<file path="src/rtl/pc_interface_handler_mc.sv">
// UART byte-frame command handler doing burst reads/writes on up to four register banks.
// Define PC_IF_CHECKSUM_EN to add an XOR checksum byte to write and read frames.
module pc_interface_handler_mc #(
    parameter int unsigned BANK_DATA_WIDTH    = 16,
    parameter int unsigned BANK_ADDR_WIDTH    = 3,
    parameter int unsigned NUM_BANKS          = 2,
    parameter int unsigned UART_TIMEOUT_WIDTH = 16
) (
    input  logic                                 i_clk,
    input  logic                                 i_arst_n,
    input  logic                                 i_pc_valid,
    input  logic [7:0]                           i_pc_data,
    output logic                                 o_pc_rd,
    input  logic                                 i_pc_rdy,
    output logic [7:0]                           o_pc_data,
    output logic                                 o_pc_wr,
    input  logic [NUM_BANKS*BANK_DATA_WIDTH-1:0] i_bank_data,
    output logic [BANK_DATA_WIDTH-1:0]           o_bank_data,
    output logic [BANK_ADDR_WIDTH-1:0]           o_bank_addr,
    output logic [NUM_BANKS-1:0]                 o_bank_wr,
    output logic                                 o_busy,
    output logic                                 o_timeout
);

    localparam int unsigned BYTES = (BANK_DATA_WIDTH + 7) / 8;
    localparam int unsigned WB    = BYTES * 8;
    localparam logic [7:0]  ACK   = 8'hA5;
    localparam logic [7:0]  NAK   = 8'h5A;

    typedef enum logic [3:0] {
        S_IDLE,
        S_LEN,
        S_WR_BYTE,
        S_WR_STROBE,
        S_WR_CHK,
        S_RD_LOAD,
        S_RD_SEND,
        S_CHK_SEND,
        S_STATUS
    } state_t;

    state_t                        state_q, state_d;
    logic [WB-1:0]                 word_q, word_d;
    logic [BANK_ADDR_WIDTH-1:0]    addr_q, addr_d;
    logic [1:0]                    bank_q, bank_d;
    logic                          write_q, write_d;
    logic [7:0]                    words_q, words_d;
    logic [2:0]                    bytes_q, bytes_d;
    logic [7:0]                    chk_q, chk_d;
    logic [UART_TIMEOUT_WIDTH-1:0] tmo_q, tmo_d;
    logic                          rx_en_q;

    logic                       bank_ok;
    logic                       tmo_hit;
    logic                       rx_take;
    logic                       last_byte;
    logic [7:0]                 status;
    logic [BANK_DATA_WIDTH-1:0] rd_word;

    assign bank_ok   = {30'd0, bank_q} < NUM_BANKS;
    assign last_byte = bytes_q == 3'(BYTES - 1);
    // rx_en_q keeps o_pc_rd low while reset is asserted
    assign rx_take   = i_pc_valid && rx_en_q;
    assign tmo_hit   = (state_q inside {S_LEN, S_WR_BYTE, S_WR_CHK}) && (&tmo_q);

`ifdef PC_IF_CHECKSUM_EN
    // chk_q includes the received checksum byte, so a clean frame folds to zero
    assign status = (bank_ok && chk_q == 8'h00) ? ACK : NAK;
`else
    assign status = bank_ok ? ACK : NAK;
`endif

    always_comb begin
        rd_word = '0;
        for (int k = 0; k < NUM_BANKS; k++) begin
            if (bank_q == 2'(k)) begin
                rd_word = i_bank_data[k*BANK_DATA_WIDTH +: BANK_DATA_WIDTH];
            end
        end
    end

    always_comb begin
        o_bank_wr = '0;
        for (int k = 0; k < NUM_BANKS; k++) begin
            o_bank_wr[k] = (state_q == S_WR_STROBE) && (bank_q == 2'(k));
        end
    end

    always_comb begin
        state_d   = state_q;
        word_d    = word_q;
        addr_d    = addr_q;
        bank_d    = bank_q;
        write_d   = write_q;
        words_d   = words_q;
        bytes_d   = bytes_q;
        chk_d     = chk_q;
        tmo_d     = '0;
        o_pc_rd   = 1'b0;
        o_pc_wr   = 1'b0;
        o_pc_data = 8'h00;
        o_timeout = 1'b0;

        case (state_q)
            S_IDLE: begin
                if (rx_take) begin
                    o_pc_rd = 1'b1;
                    write_d = i_pc_data[7];
                    bank_d  = i_pc_data[6:5];
                    addr_d  = i_pc_data[BANK_ADDR_WIDTH-1:0];
                    chk_d   = i_pc_data;
                    state_d = S_LEN;
                end
            end
            S_LEN: begin
                if (tmo_hit) begin
                    o_timeout = 1'b1;
                    state_d   = S_IDLE;
                end else if (rx_take) begin
                    o_pc_rd = 1'b1;
                    words_d = i_pc_data;
                    bytes_d = '0;
                    chk_d   = chk_q ^ i_pc_data;
                    state_d = write_q ? S_WR_BYTE : S_RD_LOAD;
                end else begin
                    tmo_d = tmo_q + 1'b1;
                end
            end
            S_WR_BYTE: begin
                if (tmo_hit) begin
                    o_timeout = 1'b1;
                    state_d   = S_IDLE;
                end else if (rx_take) begin
                    o_pc_rd = 1'b1;
                    word_d  = (word_q << 8) | WB'(i_pc_data);
                    chk_d   = chk_q ^ i_pc_data;
                    bytes_d = bytes_q + 3'd1;
                    if (last_byte) begin
                        bytes_d = '0;
                        state_d = S_WR_STROBE;
                    end
                end else begin
                    tmo_d = tmo_q + 1'b1;
                end
            end
            S_WR_STROBE: begin
                addr_d = addr_q + 1'b1;
                if (words_q == 8'd0) begin
`ifdef PC_IF_CHECKSUM_EN
                    state_d = S_WR_CHK;
`else
                    state_d = S_STATUS;
`endif
                end else begin
                    words_d = words_q - 8'd1;
                    state_d = S_WR_BYTE;
                end
            end
            S_WR_CHK: begin
                if (tmo_hit) begin
                    o_timeout = 1'b1;
                    state_d   = S_IDLE;
                end else if (rx_take) begin
                    o_pc_rd = 1'b1;
                    chk_d   = chk_q ^ i_pc_data;
                    state_d = S_STATUS;
                end else begin
                    tmo_d = tmo_q + 1'b1;
                end
            end
            S_RD_LOAD: begin
                word_d  = WB'(rd_word);
                bytes_d = '0;
                state_d = S_RD_SEND;
            end
            S_RD_SEND: begin
                o_pc_data = word_q[WB-1 -: 8];
                if (i_pc_rdy) begin
                    o_pc_wr = 1'b1;
                    chk_d   = chk_q ^ word_q[WB-1 -: 8];
                    word_d  = word_q << 8;
                    bytes_d = bytes_q + 3'd1;
                    if (last_byte) begin
                        bytes_d = '0;
                        addr_d  = addr_q + 1'b1;
                        if (words_q == 8'd0) begin
`ifdef PC_IF_CHECKSUM_EN
                            state_d = S_CHK_SEND;
`else
                            state_d = S_IDLE;
`endif
                        end else begin
                            words_d = words_q - 8'd1;
                            state_d = S_RD_LOAD;
                        end
                    end
                end
            end
            S_CHK_SEND: begin
                o_pc_data = chk_q;
                if (i_pc_rdy) begin
                    o_pc_wr = 1'b1;
                    state_d = S_IDLE;
                end
            end
            S_STATUS: begin
                o_pc_data = status;
                if (i_pc_rdy) begin
                    o_pc_wr = 1'b1;
                    state_d = S_IDLE;
                end
            end
            default: state_d = S_IDLE;
        endcase
    end

    always_ff @(posedge i_clk or negedge i_arst_n) begin
        if (!i_arst_n) begin
            state_q <= S_IDLE;
            word_q  <= '0;
            addr_q  <= '0;
            bank_q  <= '0;
            write_q <= 1'b0;
            words_q <= '0;
            bytes_q <= '0;
            chk_q   <= '0;
            tmo_q   <= '0;
            rx_en_q <= 1'b0;
        end else begin
            state_q <= state_d;
            word_q  <= word_d;
            addr_q  <= addr_d;
            bank_q  <= bank_d;
            write_q <= write_d;
            words_q <= words_d;
            bytes_q <= bytes_d;
            chk_q   <= chk_d;
            tmo_q   <= tmo_d;
            rx_en_q <= 1'b1;
        end
    end

    assign o_busy      = state_q != S_IDLE;
    assign o_bank_addr = addr_q;
    assign o_bank_data = word_q[BANK_DATA_WIDTH-1:0];

endmodule

</file>
<file path="config.mk">
export PLATFORM = sky130hd
export DESIGN_NAME = pc_interface_handler_mc
export DESIGN_NICKNAME = d
export VERILOG_FILES = /design/src/rtl/pc_interface_handler_mc.sv
export SDC_FILE = /design/constraint.sdc
export NUM_CORES = 1
export LEC_CHECK = 0
export BUFFER_PORTS_ARGS = -buffer_cell sky130_fd_sc_hd__buf_2
export CAP_MARGIN = 30
export CORE_MARGIN = 2
export CORE_UTILIZATION = 60
export CTS_CLUSTER_DIAMETER = 30
export DETAILED_ROUTE_END_ITERATION = 10
export HOLD_SLACK_MARGIN = 0.1
export PLACE_DENSITY_LB_ADDON = 0.05
export SYNTH_ARGS = -nofsm -noshare
export SYNTH_HDL_FRONTEND = slang
export SYNTH_SLANG_ARGS = --single-unit
</file>
<file path="constraint.sdc">
create_clock -name i_clk -period 6.59 [get_ports i_clk]
set_clock_uncertainty 0.2 [all_clocks]
set_input_delay 0.3295 -clock i_clk [delete_from_list [all_inputs] [get_ports i_clk]]
set_output_delay 0.3295 -clock i_clk [all_outputs]
set_load 0.02 [all_outputs]
</file>
Word level (Yosys, flattened, before mapping)
Index checks and enable logic that the tools add are counted.
W data, S select, Z words.
{"block": "op_classes", "addsub": 4, "order_cmp": 1, "eq_ne": 24, "n_mux": 54, "n_bitwise": 3, "n_reduce_logical": 25}
{"cell": "$mux W16", "count": 8}
{"cell": "$mux W8", "count": 9}
{"cell": "$pmux W8 S3", "count": 3}
{"cell": "$mux W4", "count": 12}
{"cell": "$pmux W16 S3", "count": 1}
{"cell": "$mux W3", "count": 11}
{"cell": "$pmux W4 S8", "count": 1}
{"cell": "$add A16 B1 Y16 const B", "count": 1}
{"cell": "$eq A4 B3 Y1 const B", "count": 4}
{"cell": "$ne A2 B2 Y1 const B", "count": 8}
{"cell": "$or A16 B8 Y16", "count": 1}
{"cell": "$reduce_and A16 Y1", "count": 1}
{"cell": "$xor A8 B8 Y8", "count": 2}
{"cell": "$reduce_bool A3 Y1", "count": 5}
{"cell": "$ne A3 B3 Y1 const B", "count": 4}
{"cell": "$pmux W3 S4", "count": 1}
{"cell": "$reduce_and A5 Y1", "count": 2}
{"cell": "$pmux W3 S3", "count": 1}
{"cell": "$eq A4 B2 Y1 const B", "count": 2}
{"cell": "$logic_not A8 Y1", "count": 1}
{"cell": "$reduce_and A4 Y1", "count": 2}
{"cell": "$reduce_and A8 Y1", "count": 1}
{"cell": "$reduce_bool A4 Y1", "count": 2}
{"cell": "$sub A8 B1 Y8 const B", "count": 1}
{"cell": "16 further kinds", "count": 27}
{"block": "totals", "ff_bits": 62, "out_inout_bits": 33, "word_cells": 121}

Longest topological paths before layout
Gate-level depths: netlist of the first run.
{"block": "depth", "depth_word": 5, "mapped_depth": 9, "depth_no_buf": 8}

Worst setup path before layout of the first run
OpenSTA, ideal clock, no wires.
{"block": "synth_path", "path_type": "reg2out", "startpoint": "reg bank_q[0]", "endpoint": "out o_bank_wr[1]", "arrival_time_ps": 1699, "t_required_ps": 6060, "slack_ps": 4361, "stages_incl_launch_ff": 5, "n_path_buf": 2, "path_cell_list": "dfrtp_1 buf_2 buf_1 inv_1 nor4_1"}
{"block": "synth_via", "elab_chain_len": 2}
{"element": "from (decl)", "line": "45", "rtl": "logic [1:0] bank_q, bank_d;"}
{"element": "from (signal assigned)", "line": "233", "rtl": "bank_q <= bank_d;"}
{"element": "$eq A2 B1 Y1", "line": "85", "rtl": "o_bank_wr[k] = (state_q == S_WR_STROBE) && (bank_q == 2'(k));"}
{"element": "$logic_and A1 B1 Y1", "line": "85"}
{"element": "to (decl)", "line": "20", "rtl": "output logic [NUM_BANKS-1:0] o_bank_wr,"}
Every way passes these cells.

Worst setup path after layout of the first run
{"block": "layout_path", "startpoint": "reg state_q[2]", "endpoint": "out o_pc_rd"}
{"block": "layout_via", "elab_chain_len": 5, "word_cells_on_any_way": 9}
{"element": "from (decl)", "line": "42", "rtl": "state_t state_q, state_d;"}
{"element": "from (signal assigned)", "line": "230", "rtl": "state_q <= state_d;"}
{"element": "$eq A4 B1 Y1 (tied with other cells)", "line": "64, 104"}
{"element": "$reduce_bool A3 Y1", "line": "64", "rtl": "assign tmo_hit = (state_q inside {S_LEN, S_WR_BYTE, S_WR_CHK}) && (&tmo_q);"}
{"element": "$logic_and A1 B1 Y1", "line": "64"}
{"element": "$mux W1", "line": "160", "rtl": "if (tmo_hit) begin"}
{"element": "$pmux W1 S2 *", "line": "104", "rtl": "case (state_q)"}
{"element": "to (decl)", "line": "13", "rtl": "output logic o_pc_rd,"}
Every way passes the cells marked *; elsewhere a longest branch is shown, timed or not.

==> results by stage, run 1 <==
Route:
- The detail route stage leaves a number of antenna-violating nets equal to 0.
- The iteration-0 DRC count of the detailed router is around 380.
- The routed layout has about 3,800 vias.
- For this block, the routed nets add up to approximately 10,000 µm of wire.
- The vias per cell is around 6.2.
- The number of remaining DRC errors is 0.
- After detailed routing, the average wire length per cell comes to about 17 µm.
- The first detailed-routing pass took 6 iterations.

Floorplan:
- The die covers 7270 µm².
- From left edge to right edge, the die measures approximately 85 µm.
- The region available for standard cell placement spans roughly 6400 µm².
- The die extent in y is 85.3 µm.
- The initialized floorplan defines 29 standard-cell rows.
- For this design the top-level I/O count stands at a little under 80.
- The starting density of the core is about 62%.

Synthesis:
- The largest area contributor in the netlist is sky130_fd_sc_hd__dfrtp_1.
- In this run, synthesis produced a sequential element count of 62.
- The netlist area before placement is a little under 4000 µm².
- In this run, synthesis inferred 0 flip-flops with an integrated enable.
- The sequential fraction of the synthesis area is about 39%.
- Sorting the synthesized cells by area gives the leading types as sky130_fd_sc_hd__dfrtp_1, sky130_fd_sc_hd__a21oi_1, sky130_fd_sc_hd__nor2_1.
- By count the netlist is led by sky130_fd_sc_hd__dfrtp_1, sky130_fd_sc_hd__nor2_1, sky130_fd_sc_hd__nand2_1.
- The most numerous cell in the Yosys netlist is sky130_fd_sc_hd__dfrtp_1.
- The most used flip-flop cell after synthesis is sky130_fd_sc_hd__dfrtp_1.
- Synthesis handed over a netlist of approximately 470 instances.
- After synthesis, the share of flip-flops with an asynchronous set or reset is 100%.
- The average instance in the mapped netlist occupies 8.50 µm².
- The number of different library cells in the post-synthesis netlist is between 60 and 70.
- The share of the synthesized area in the top cell type is between 30% and 40%.
- The number of synthesis warnings is 0.
- The number of nets in the synthesized netlist is between 500 and 600.

Finish:
- The post-route netlist has between 20 and 25% of its cells at a drive strength greater than 1.
- 0 antenna diodes ended up in the layout.
- Compared with the post-synthesis result, the final layout area differs by 14.3%.
- At the end of the flow, the number of nets in the layout was slightly below 600.
- After the flow finishes, the layout carries non-filler instances totaling approximately 600.

GRT:
- Global routing consumed, on the met1 layer, between 40 and 50% of the routing resources.
- The initial antenna violation count is 0.
- After global routing, the most crowded layer is met2.
- Across every metal layer, demand over resource in global routing totals about 28%.
- The global routing usage on met3 is under 10%.
- The maximum number of pins on one net before global-route repair is 63.
- Global routing consumed, on the met2 layer, 43.0% of the routing resources.
- The wire length of the first global-routing pass is 16,400 µm.
- The number of global-route vias before repair is between 3,000 and 4,000.
- The sum of overflow across all layers after global routing is 0.

Timing:
- The clock period could shrink to 3.20 ns.
- The final period utilization is between 40% and 50%.
- The final hold violation count is 0.
- Setup repair after global routing left no endpoint under its margin.
- Once routing completed, OpenROAD measured the worst setup slack at approximately 3.4 ns.
- Timing would allow up to approximately 310 MHz.
- Hold timing on the final database bottoms out at a slack of ~0.13 ns.
- The total of endpoints with negative setup slack in the final report is 0.
- For the pin with the worst max-slew slack, the measured transition is approximately 0.97 ns.
- In the final timing run, aggregate negative setup slack is 0 ns.
- The worst pin sits at a relative slew slack of a little over a third.
- The max-slew violation total from the final report is 0.

Pwr:
- For this design the ratio of total power to cell area is between 400 and 500 nW/µm².
- The maximum ir drop on the vdd rail is 260 µV.
- Internal power comes to 1.05 mW.
- Of the total power, the share spent switching nets is 47.0%.
- Sequential cells account for 36.2% of the total power.
- The clock network fraction of total power is between 10% and 20%.
- In this run the static leakage power is between 2 and 2.5 nW.
- For this design the total switching power over the nets is between 0.9 and 1 mW.
- The combinational group share of total power is a little under 50%.

Outcome:
- The flow ran to the end, and the final reports show no timing, DRC or antenna violations.

Placement:
- The detailed placement HPWL is roughly 7300 µm.
- In this run the tool buffered the top-level ports with 76 buffer cells.
- The routability-driven placement congestion ratio is about 0.96.
- OpenSTA, run right after detailed placement, puts the worst setup slack at around 3.6 ns.
- The number of placed cells counting well taps is between 500 and 600.

Hold path:
- The worst hold path belongs to the class input port to register.

Clocking:
- The later-pin clock latency in the skew report is 0.35 ns.
- After clock tree synthesis, the clock-pin slew on the worst setup and hold paths is 0.07 ns.
- The cell chosen for the clock root is sky130_fd_sc_hd__clkbuf_8.
- In this run the post-CTS setup repair buffer count came out at 0.
- No sink is reached through more buffers than the 2 on the longest clock path.
- The TritonCTS clock tree is built.
- Buffers inserted during clock tree synthesis total 9.
- CTS built an H-tree with a depth of 3.
- The number of clock sinks is between 60 and 70.

Setup path:
- The largest individual stage delay along the critical path comes from the cell sky130_fd_sc_hd__dfrtp_1.
- The worst setup path is of the register to output port kind.
- At the worst endpoint, the arrival time is between 2 and 3 ns.
- The maximum fanout along the worst path is 23.
- The signal on the critical path passes through xor2_1 > o211a_1 > a21boi_1 > nor2_1 > nor2_1 > buf_2.
- For the worst setup path, the data required time is 6.06 ns.
- STA classifies the critical path endpoint as an output port.
- The type of element launching the critical path is a register.
- The cell repeated most along the worst path is sky130_fd_sc_hd__nor2_1.
- The largest delay contributor family on the critical path is compound AO/OA/AOI/OAI gates.
- Counting both buffers and inverters, the worst setup path holds a total of 1.
- The biggest cell delay along the critical path is 0.78 ns.

Flow run:
- The tool flagged a number of max-cap violations equal to 0.
what timing repair did:
action	4_1_cts	5_1_grt
hold buffers	1	0
hold endpoints to repair	62	0
resized for setup	0	0
state kept, by name, indices dropped and copies added (netlist names):
| signal | flops |
|---|---|
| tmo_q | 16 |
| bytes_q | 3 |
| chk_q | 8 |
| state_q | 4 |
| o_bank_data | 16 |
| write_q | 1 |
| o_bank_addr | 3 |
| bank_q | 2 |
| rx_en_q | 1 |
| words_q | 8 |
cells in the final DEF (no fill, tap or decap), types with 5 or more instances in the layout:
cell / n
sky130_fd_sc_hd__buf_2: 76
sky130_fd_sc_hd__dfrtp_1: 62
sky130_fd_sc_hd__nor2_1: 57
sky130_fd_sc_hd__nand2_1: 56
sky130_fd_sc_hd__a21oi_1: 53
sky130_fd_sc_hd__o21ai_0: 19
sky130_fd_sc_hd__nand3_1: 17
sky130_fd_sc_hd__nor3_1: 15
sky130_fd_sc_hd__a22oi_1: 13
sky130_fd_sc_hd__mux2_2: 11
sky130_fd_sc_hd__xor2_1: 10
sky130_fd_sc_hd__inv_1: 10
sky130_fd_sc_hd__clkbuf_8: 10
sky130_fd_sc_hd__mux2i_1: 9
sky130_fd_sc_hd__nand4_1: 7
sky130_fd_sc_hd__nand2b_1: 6
sky130_fd_sc_hd__a21o_1: 6
sky130_fd_sc_hd__nor4_1: 5
sky130_fd_sc_hd__xnor2_1: 5
sky130_fd_sc_hd__or2_2: 5
sky130_fd_sc_hd__or3_1: 5
worst reg2reg max path, cell delays in order, from the launching register on:
cell and delay (ns):
sky130_fd_sc_hd__dfrtp_1 0.78, sky130_fd_sc_hd__xor2_1 0.32, sky130_fd_sc_hd__nand2_1 0.38, sky130_fd_sc_hd__or3_1 0.47, sky130_fd_sc_hd__nand2_1 0.35, sky130_fd_sc_hd__o21ai_0 0.16
sky130_fd_sc_hd__a22o_1 0.25
layout make-up:
type / instances / area [µm²]
Fill cell: 514 / 1860
Clock buffer: 11 / 141
Multi-Input combinational cell: 371 / 2260
Timing Repair Buffer: 79 / 405
Tap cell: 77 / 96.3
Inverter: 10 / 37.5
Clock inverter: 5 / 33.8
Sequential cell: 62 / 1550
power by group through the flow:
stage	Combinational (mW)	Clock (mW)	Sequential (mW)
final	0.963	0.303	0.717
after global routing	1.06	0.324	0.741
after CTS	0.958	0.308	0.711
after detailed placement	0.956	0	0.714
after global placement	0.927	0	0.710
after floorplan	0.754	0	0.680
per-layer routing:
metal | share of wire, % | wire length (µm)
met5 | 0 | 0
met4 | 2.0 | 202
met3 | 7.9 | 807
met2 | 45 | 4590
met1 | 45 | 4630
worst paths after layout:
path / startpoint / slack, ns / cells past startpoint / endpoint
min in group asynchronous: i_arst_n / 0.47 / 3 / bytes_q[0]
min reg2reg: tmo_q[0] / 0.28 / 1 / tmo_q[0]
max: state_q[2] / 3.39 / 6 / o_pc_rd
min: i_pc_data[5] / 0.13 / 2 / bank_q[0]
max in group asynchronous: i_arst_n / 5.17 / 3 / o_bank_data[4]
max reg2reg: state_q[2] / 3.57 / 6 / words_q[2]
logic make-up after synthesis:
family                     synth area share [%]
and+or+nand+nor                            25.1
AOI/OAI and AO/OA                          21.4
DFF                                        39.2
buffers and inverters                      3.85
muxes                                      6.16
xor gates and xnor gates                   3.32
adders and majority gates                 0.947
other                                    0.0946
stage by stage:
stage	util, %	cell area (µm²)	power [mW]
2_1_floorplan	-	3960	1.43
3_3_place_gp	68.0	4340	1.64
3_5_place_dp	68.0	4340	1.67
4_1_cts	70.9	4530	1.98
5_1_grt	70.9	4530	2.13
6_report	70.9	4530	1.98
Power figures use the tool's default switching activity.
==> inputs of run 2 (changes only) <==
--- a/config.mk
+++ b/config.mk
@@ -8,7 +8,7 @@
 export BUFFER_PORTS_ARGS = -buffer_cell sky130_fd_sc_hd__buf_2
 export CAP_MARGIN = 30
 export CORE_MARGIN = 2
-export CORE_UTILIZATION = 60
+export CORE_UTILIZATION = 56
 export CTS_CLUSTER_DIAMETER = 30
 export DETAILED_ROUTE_END_ITERATION = 10
 export HOLD_SLACK_MARGIN = 0.1
==> constraint.sdc (replaced) <==
create_clock -name i_clk -period 3.1 [get_ports i_clk]
set_clock_uncertainty 0.2 [all_clocks]
set_input_delay 0.155 -clock i_clk [delete_from_list [all_inputs] [get_ports i_clk]]
set_output_delay 0.155 -clock i_clk [all_outputs]
set_load 0.02 [all_outputs]
==> run 2 against run 1 <==
Non-clock buffer count increased by 43. Flip-flop and latch count unchanged. Critical path depth unchanged. Utilization increased by 2.6 points. First-iteration DRC count decreased by 26%. Clock-buffer cell count increased by 1. Clock power increased to 2.9 times the previous value. Sequential power increased by 110%. Critical path type unchanged.
==> results by stage, run 2 (synthesis results as in run 1) <==
Outcome:
- Status: complete, no violations (unchanged).

Floorplan:
- The number of core rows is 30 (was 29).
- The I/O pin count is 77 (unchanged).
- The area of the placeable core is 6830 µm² (was 6390 µm²).
- The die extent in y is 88.1 µm (was 85.3 µm).
- The die outline area is 7770 µm² (was 7270 µm²).
- The die extent in x is 88.1 µm (was 85.3 µm).
- The starting density of the core came to 58.0% (was 62.0%).

Clocking:
- The CTS buffer count is 9 (unchanged).
- The deepest level of the CTS H-tree is 3 (unchanged).
- The number of clock sinks is 62 (unchanged).
- The number of setup buffers added after CTS is 0 (unchanged).
- The TritonCTS clock tree is built (unchanged).
- The cell chosen for the clock root was sky130_fd_sc_hd__clkbuf_8 (unchanged).
- The clock-pin slew of the registers on the worst-case setup and hold paths is 0.07 ns (about the same).
- The buffer levels on the longest clock path was 2 (unchanged).
- The later-pin clock latency in the skew report is 0.35 ns (about the same).

Timing:
- The total of endpoints with negative setup slack in the final report is 0 (unchanged).
- The accumulated negative setup slack is 0 ns (unchanged).
- The max-slew violation total from the final report was 0 (unchanged).
- Of the available clock period, the critical path in the final layout requires between 90% and 100%.
- Unrepaired setup endpoints after global routing: no (unchanged).
- The highest clock frequency the design can meet is between 300 and 400 MHz.
- The clock period could shrink to around 2.8 ns.
- The worst hold slack was 0.115 ns (was 0.130 ns).
- The worst slew slack as a fraction of its limit is 36.5% (was 35.0%).
- The transition time of the tightest slew-check pin came to 0.953 ns (was 0.972 ns).
- The final hold violation count was 0 (unchanged).

GRT:
- The wire length of the first global-routing pass came to 18,000 µm (was 16,400 µm).
- The total routing resource utilization after global routing came to 30.6% (was 28.4%).
- The maximum number of pins on one net before global-route repair is 42 (was 63).
- The initial antenna violation count is 0 (unchanged).
- The number of global-route vias before repair is 3,740 (was 3,433).
- The sum of overflow across all layers after global routing was 0 (unchanged).

Pwr:
- The maximum ir drop on the vdd rail is 462 µV (was 260 µV).
- The power density of the placed cells is 919 nW/µm² (was 438 nW/µm²).
- The static leakage power is 2.27 nW (was 2.05 nW).

Route:
- The detailed-route wire length is 11,400 µm (was 10,200 µm).
- The vias per cell came to 5.96 (was 6.20).
- The post-detailed-route count of antenna-violating nets came to 0 (unchanged).
- The iteration-0 DRC count of the detailed router is 284 (was 383).
- The detailed-router iteration count before antenna repair is 6 (unchanged).
- The number of remaining DRC errors is 0 (unchanged).
- The via count is 4,032 (was 3,815).
- The routed length per placed instance is 16.9 µm (was 16.6 µm).

Setup path:
- The maximum fanout along the worst path came to 19 (was 23).
- The data required time at the worst endpoint is 2.74 ns (was 6.06 ns).
- The capture point of the worst path is o_pc_rd (unchanged).
- Critical path, cell by cell: xor2_1 > o211a_1 > a21boi_2 > nor2_1 > nor2_1 > buf_2 (was xor2_1 > o211a_1 > a21boi_1 > nor2_1 > nor2_1 > buf_2).
- The critical path capture point type is an output port (unchanged).
- The largest delay contributor family on the critical path was compound AO/OA/AOI/OAI gates (unchanged).
- The buffers plus inverters on the worst setup path was 1 (unchanged).
- The arrival time of the worst setup path is 2.49 ns (was 2.67 ns).
- The startpoint of the most critical register-to-register path is state_q[0] (was state_q[2]).
- The critical path's slowest cell is sky130_fd_sc_hd__dfrtp_1 (unchanged).
- The type of element launching the critical path is a register (unchanged).
- The critical register-to-register path endpoint was state_q[3] (was words_q[2]).
- The start-to-end type of the worst setup path is register to output port (unchanged).
- The launching element of the worst setup path is state_q[0] (was state_q[2]).
- The biggest cell delay along the critical path is 0.68 ns (was 0.78 ns).
- The cell repeated most along the worst path is sky130_fd_sc_hd__nor2_1 (unchanged).
- The setup slack of the worst register-to-register path is 0.44 ns (was 3.57 ns).
- The cell count along the critical path is 6 (unchanged).
- The depth of the worst register-to-register path came to 5 (was 6).

Finish:
- The share of cells above drive strength 1 is 22.5% (was 22.9%).
- The most common cell after layout, fill and taps aside is sky130_fd_sc_hd__buf_2 (unchanged).
- The count of antenna diodes in the layout is 0 (unchanged).
- The number of nets in the final layout is 623 (was 580).
- Leading cell types in the layout, fill and taps excluded: sky130_fd_sc_hd__buf_2, sky130_fd_sc_hd__dfrtp_1, sky130_fd_sc_hd__nor2_1, sky130_fd_sc_hd__nand2_1, sky130_fd_sc_hd__a21oi_1 (unchanged).
- The layout overhead on the synthesized area is 26.7% (was 14.3%).

Flow run:
- The number of maximum-capacitance violations was 0 (unchanged).

Placement:
- The number of port buffers is 76 (unchanged).
- The routability-driven placement congestion ratio is 0.899 (was 0.956).
- The detailed placement HPWL was 7640 µm (was 7340 µm).

Hold path:
- The classification of the worst-slack hold path is input port to register (unchanged).
## run 2: cell count changes in the layout (fill, tap and decap cells not counted), sizes merged
cell | before | now
dlygate4sd3 | 1 | 36
clkinv | 2 | 1
bufinv | 0 | 3
buf | 78 | 86
inv | 11 | 10
clkinvlp | 2 | 0
clkbuf | 11 | 12
## run 2: power by group
group / leakage (nW) / switching (mW) / total [mW] / internal, mW
registers: 0.766 / 0.425 / 1.51 / 1.09
logic: 1.39 / 1.27 / 2.24 / 0.965
clock network: 0.115 / 0.330 / 0.864 / 0.534
## run 2: area by class of cell
cell class,count,area (µm²)
Tap cell,96,120
Timing Repair Buffer,122,816
Clock inverter,4,95.1
Multi-Input combinational cell,371,2270
Sequential cell,62,1550
Inverter,10,37.5
Clock buffer,12,135
Fill cell,553,1810
## run 2: per-stage QoR
| stage | setup slack, ns | cell area, µm² | power (mW) | utilization, % | std cells |
|---|---|---|---|---|---|
| floorplan | 0.895 | 3960 | 3.05 | - | 466 |
| global placement | 0.448 | 4430 | 3.53 | 64.8 | 625 |
| detailed placement | 0.404 | 4430 | 3.60 | 64.8 | 625 |
| CTS | 0.0480 | 5020 | 4.58 | 73.4 | 677 |
| global route | 0.0814 | 5020 | 4.94 | 73.5 | 677 |
| finish | 0.260 | 5020 | 4.61 | 73.5 | 677 |
## run 2: worst min-delay path by stage
stage | endpoint | cells past startpoint | startpoint
finish | o_bank_data[9] | 5 | i_bank_data[9]
global route | o_bank_data[11] | 5 | i_bank_data[11]
CTS | o_bank_data[9] | 5 | i_bank_data[9]
detailed placement | bytes_q[2] | 1 | i_arst_n
global placement | bytes_q[0] | 1 | i_arst_n
floorplan | bank_q[0] | 0 | i_arst_n
## run 2: tightest hold or removal path, cell delays in order
cell                      delay [ns]
sky130_fd_sc_hd__buf_2          0.08
sky130_fd_sc_hd__mux2i_1        0.06
sky130_fd_sc_hd__nor3_1         0.14
sky130_fd_sc_hd__a21oi_1        0.06
sky130_fd_sc_hd__a21oi_1        0.13
## run 2: layer usage
metal | vias up | global-route usage (%) | part of all wire [%]
li1 | 1902 | - | -
met4 | 0 | 9.78 | 1.7
met2 | 172 | 49.1 | 47
met1 | 1937 | 42.4 | 44
met5 | - | 0 | 0
met3 | 21 | 5.37 | 6.7
## run 2: what timing repair did
item	in CTS	in global routing
hold endpoints to repair	71	0
endpoints found under the setup margin	0	1
gates resized for setup	0	2
hold buffers	36	0
